**config.mk**
```make
export PLATFORM = sky130hd
export DESIGN_NAME = alu_seq_shift
export DESIGN_NICKNAME = d
export VERILOG_FILES = /design/src/rtl/alu_pkg.sv /design/src/rtl/alu_shift_step.sv /design/src/rtl/alu_seq_shift.sv
export SDC_FILE = /design/constraint.sdc
export NUM_CORES = 1
export LEC_CHECK = 0
export CAP_MARGIN = 20
export CORE_AREA = 2 2 55 57
export DETAILED_ROUTE_END_ITERATION = 8
export DIE_AREA = 0 0 57 59
export GPL_TIMING_DRIVEN = 1
export PLACE_DENSITY = 0.73
export SYNTH_ARGS = -nofsm -noshare
export SYNTH_HDL_FRONTEND = slang
export SYNTH_SLANG_ARGS = --single-unit
```
**constraint.sdc**
```tcl
create_clock -name clk -period 1.61 [get_ports clk]
set_clock_uncertainty 0.05 [all_clocks]
set_input_delay 0.161 -clock clk [delete_from_list [all_inputs] [get_ports clk]]
set_output_delay 0.161 -clock clk [all_outputs]
set_load 0.02 [all_outputs]
```
**src/rtl/alu_pkg.sv**
```systemverilog
// Shared op codes and FSM state encoding for the sequential shift ALU.
package alu_pkg;

    localparam logic [1:0] OP_NOT = 2'b00;
    localparam logic [1:0] OP_SHR = 2'b01;
    localparam logic [1:0] OP_SHL = 2'b10;
    localparam logic [1:0] OP_ROR = 2'b11;

    typedef enum logic [1:0] {
        ST_IDLE  = 2'd0,
        ST_SHIFT = 2'd1,
        ST_DONE  = 2'd2
    } state_e;

endpackage

```
**src/rtl/alu_shift_step.sv**
```systemverilog
// One-bit shift/rotate step: produces the next working value and the bit that leaves it.
module alu_shift_step
    import alu_pkg::*;
#(
    parameter int WIDTH = 7
) (
    input  logic [WIDTH-1:0] r,
    input  logic [1:0]       op,
    output logic [WIDTH-1:0] r_next,
    output logic             bit_out
);

    always_comb begin
        r_next  = r;
        bit_out = 1'b0;
        case (op)
            OP_SHR: begin
                r_next  = {1'b0, r[WIDTH-1:1]};
                bit_out = r[0];
            end
            OP_SHL: begin
                r_next  = {r[WIDTH-2:0], 1'b0};
                bit_out = r[WIDTH-1];
            end
            OP_ROR: begin
                r_next  = {r[0], r[WIDTH-1:1]};
                bit_out = r[0];
            end
            default: begin
                // NOT finishes in the accept cycle, so it never reaches the step.
                r_next  = r;
                bit_out = 1'b0;
            end
        endcase
    end

endmodule

```
**src/rtl/alu_seq_shift.sv**
```systemverilog
// Sequential NOT/SHR/SHL/ROR ALU: shifts iterate one bit per clock behind a valid/ready handshake.
module alu_seq_shift
    import alu_pkg::*;
#(
    parameter int WIDTH = 7
) (
    input  logic             clk,
    input  logic             rst_n,
    input  logic             in_valid,
    output logic             in_ready,
    input  logic [WIDTH-1:0] a,
    input  logic [WIDTH-1:0] b,
    input  logic [1:0]       op,
    output logic             out_valid,
    input  logic             out_ready,
    output logic [WIDTH-1:0] result,
    output logic             zf,
    output logic             cf,
    output logic             busy
);

    localparam int SHW = $clog2(WIDTH);

    // Handshake: a transfer happens on a rising edge where valid && ready are both high.
    // in_ready is high only in IDLE, out_valid only in DONE; both are forced low while rst_n is low.

    state_e           state_q, state_d;
    logic [WIDTH-1:0] result_q, result_d;
    logic             zf_q, zf_d;
    logic             cf_q, cf_d;
    logic [SHW-1:0]   count_q, count_d;
    logic [1:0]       op_q, op_d;

    logic [WIDTH-1:0] step_r;
    logic             step_bit;
    logic [SHW-1:0]   n;
    logic             unused_b_hi;

    assign n           = b[SHW-1:0];
    assign unused_b_hi = ^b[WIDTH-1:SHW];

    alu_shift_step #(.WIDTH(WIDTH)) u_step (
        .r       (result_q),
        .op      (op_q),
        .r_next  (step_r),
        .bit_out (step_bit)
    );

    assign in_ready  = rst_n && (state_q == ST_IDLE);
    assign out_valid = rst_n && (state_q == ST_DONE);
    assign busy      = (state_q == ST_SHIFT);
    assign result    = result_q;
    assign zf        = zf_q;
    assign cf        = cf_q;

    always_comb begin
        state_d  = state_q;
        result_d = result_q;
        zf_d     = zf_q;
        cf_d     = cf_q;
        count_d  = count_q;
        op_d     = op_q;
        case (state_q)
            ST_IDLE: begin
                if (in_valid) begin
                    op_d = op;
                    cf_d = 1'b0;
                    if (op == OP_NOT) begin
                        result_d = ~a;
                        state_d  = ST_DONE;
                    end else if (n == '0) begin
                        result_d = a;
                        state_d  = ST_DONE;
                    end else begin
                        result_d = a;
                        count_d  = n;
                        state_d  = ST_SHIFT;
                    end
                    zf_d = (result_d == '0);
                end
            end
            ST_SHIFT: begin
                result_d = step_r;
                cf_d     = step_bit;
                zf_d     = (step_r == '0);
                count_d  = count_q - 1'b1;
                if (count_q == SHW'(1)) begin
                    state_d = ST_DONE;
                end
            end
            ST_DONE: begin
                if (out_ready) begin
                    state_d = ST_IDLE;
                end
            end
            default: state_d = ST_IDLE;
        endcase
    end

    always_ff @(posedge clk) begin
        if (!rst_n) begin
            state_q  <= ST_IDLE;
            result_q <= '0;
            zf_q     <= 1'b0;
            cf_q     <= 1'b0;
            count_q  <= '0;
            op_q     <= OP_NOT;
        end else begin
            state_q  <= state_d;
            result_q <= result_d;
            zf_q     <= zf_d;
            cf_q     <= cf_d;
            count_q  <= count_d;
            op_q     <= op_d;
        end
    end

endmodule
```
==> summary.txt <==
Synthesis
  – Distinct cells, synth: 45
  – Sequential element share of the synthesized area: 28.3%
  – Most used DFF post-synth: dfxtp_1
  – Number of synthesized flops with an enable pin: 0
  – Cell count after synthesis: about 140
  – #FFs+latches synth: 16
  – Syn Nets: 161
  – Post-synth ARST share: 0%
  – Mean Syn Cell Area: 8.13 um2
  – Synthesis Warnings: 0
  – Mapped Area: 1130 um2

Cells and area
  – Share of cells above drive strength 1: between 20% and 30%
  – Filler cell count: between 200 and 300
  – Nets: between 200 and 250
  – Area growth syn-to-layout: 40.8%
  – Fin cells: 213
  – Final Core Density: 58.7%
  – Fin area: 1590 um2
  – Antenna cells: 0

Worst setup path
  – WS Path Type: flip-flop to output port
  – Worst setup EP type: output port
  – CP Buf/Inv Count: 1
  – Delay-heaviest family, CP: buffers and inverters
  – Critical Path RT: 1.40 ns
  – CP Launch Type: flip-flop
  – Crit path cell chain: clkdlybuf4s50_1
  – CP Max Fanout: 6
  – CP peak stage delay: 0.64 ns
  – CP arrival: 1.35 ns
  – Crit-path slowest cell: clkdlybuf4s50_1

Timing
  – Final period utilization: 96.7%
  – Finish-stage setup viols: 0
  – Min Tclk post-route: 1.56 ns
  – Slew @ Worst Pin: about 0.46 ns
  – F_max: 0.642 GHz
  – Fin. max-slew vios: 0
  – RSZ-0062 raised after global routing: no
  – Hold Violations, Final: 0
  – Worst slew margin: between 60% and 70%

Place
  – Detailed Place HPWL: 2340 um
  – GPL Wtd Cong: 0.868
  – Post-DP Area: 1560 um2
  – Port bufs: 27
  – Placed Cells: 210

Route
  – Final ANT Viol Nets: 0
  – Total wire length: roughly 3000 um
  – DRC: 0
  – WL/cell: 14.1 um
  – Drt first pass iters: 4
  – DRT iter0 DRCs: 20
  – Vias per cell: 5.52
  – Vias: about 1.2k

Global routing
  – Vias in the first global route: 1098
  – Global-route wire length before repair: 4890 um
  – Largest net degree at the start of global routing: 11
  – GR Util All Layers: around 19%
  – Initial antenna violation count: 0
  – Grt ovf: 0

Die
  – DIE WIDTH: 57 um
  – Cell Rows: 19
  – I/O Pins: 32
  – Initial core utilization: 41.7%
  – Die Y: 59 um
  – Core area: 2710 um2
  – Overall die area: between 3000 and 4000 um2

Run status
  – Status: finished clean

Pwr
  – Pwr dens: 743 nW/um2
  – Static Leakage: 0.694 nW
  – VDD IR max: 552 uV

Clocking
  – Register clock-pin slew on the reported worst setup and hold paths: about 0.09 ns
  – Number of setup buffers added after CTS: 0
  – Clk root buf: clkbuf_4
  – Num CTS Buffers: 3
  – H-tree Lvls: 1
  – Hold buffer count at CTS: 0
  – CTS Sinks: 16
  – Max clock buf depth: 2
  – CTS tree: done
  – Later-pin clock latency in the skew report: 0.28 ns

Run
  – Max-cap viol count: 0

Hold path
  – Hold Crit Class: flip-flop to flip-flop
metal layers:
layer | vias to the layer above | GRT usage (%) | wire length, um
li1 | 590 | - | -
met1 | 550 | 22.6 | 1390
met2 | 29 | 31.5 | 1430
met3 | 6 | 2.84 | 138
met4 | 0 | 10.3 | 54
met5 | - | 0 | 0
synthesized netlist by cell type (all sizes together), types with 4 or more instances:
library cell  instances  area [um2]
mux2                  5        56.3
buf                   6        36.3
nand2b                5        31.3
inv                   4        15.0
clkbuf                4        15.0
a21oi                 4        20.0
dfxtp                16         320
o21ai                11        55.1
nand3                 8        40.0
mux2i                 8        80.1
nand2                11        41.3
xnor2                 5        43.8
nor2b                 6        37.5
nor2                  5        18.8
cell families (layout without fill, tap and decap cells):
logic type	Yosys count	count (layout)	synth area share [%]
flip-flops	16	16	28.4
XOR/XNOR	5	5	3.88
AND/OR/NAND/NOR	50	50	23.9
adder cells (fa/ha/maj)	2	2	2.21
AO/OA/AOI/OAI	39	39	23.7
multiplexers	13	13	12.1
buffers and inverters	14	57	5.87
repair_timing:
action,CTS,global route
endpoints found under the setup margin,4,5
resized for setup,5,7
pin swaps,0,0
layout make-up:
| type | instances | area, um2 | share of cell area (%) |
|---|---|---|---|
| clock buffer | 3 | 22.5 | 1.42 |
| sequential | 16 | 324 | 20.4 |
| multi-input combinational | 109 | 743 | 46.7 |
| inverter | 4 | 15.0 | 0.944 |
| tap | 31 | 38.8 | 2.44 |
| timing repair buffer | 50 | 447 | 28.1 |
path summary, 6_finish.rpt:
kind / start / endpoint / slack (ns) / cells after the start
max: result[4] / result[4] / 0.05 / 1
min: count_q[1] / count_q[1] / 0.44 / 2
max reg2reg: state_q[1] / zf / 0.09 / 5
min reg2reg: count_q[1] / count_q[1] / 0.44 / 2
report_power, final:
group	internal, mW	switching [mW]	total, mW
Sequential	0.440	0.0575	0.498
Clock	0.0867	0.120	0.207
Combinational	0.251	0.227	0.477
Total	0.778	0.405	1.18
registers in the layout, summed over array words and instances (netlist names):
signal,flops
cf,1
count_q,3
op_q,2
result,7
state_q,2
zf,1
cell usage in the layout, fill, tap and decap left out, types with 2 or more instances in the layout:
cell type / instances
buf_4: 23
clkdlybuf4s50_1: 20
dfxtp_1: 13
nand2_1: 11
o21ai_0: 11
nand3_1: 8
mux2i_1: 8
nor2b_1: 6
nand2b_1: 5
nor2_1: 5
mux2_2: 5
xnor2_1: 5
a21oi_1: 4
inv_1: 3
o21a_1: 3
a21boi_0: 3
clkbuf_4: 3
dfxtp_2: 3
dlygate4sd2_1: 3
dlymetal6s2s_1: 3
nor3_1: 2
a2111oi_0: 2
nor3b_1: 2
or4_1: 2
nand4_1: 2
a31oi_1: 2
o211ai_1: 2
ha_1: 2
metrics by stage:
step	hold WS, ns	TNS [ns]	power (mW)	setup slack, ns
2_1_floorplan	0.277	0	0.772	0.0863
3_3_place_gp	0.411	-0.575	0.973	-0.131
3_5_place_dp	0.429	-0.848	0.985	-0.183
4_1_cts	0.441	0	1.19	0.0192
5_1_grt	0.481	0	1.26	0.0197
6_report	0.439	0	1.18	0.0527
(Power assumes the default switching activity.)
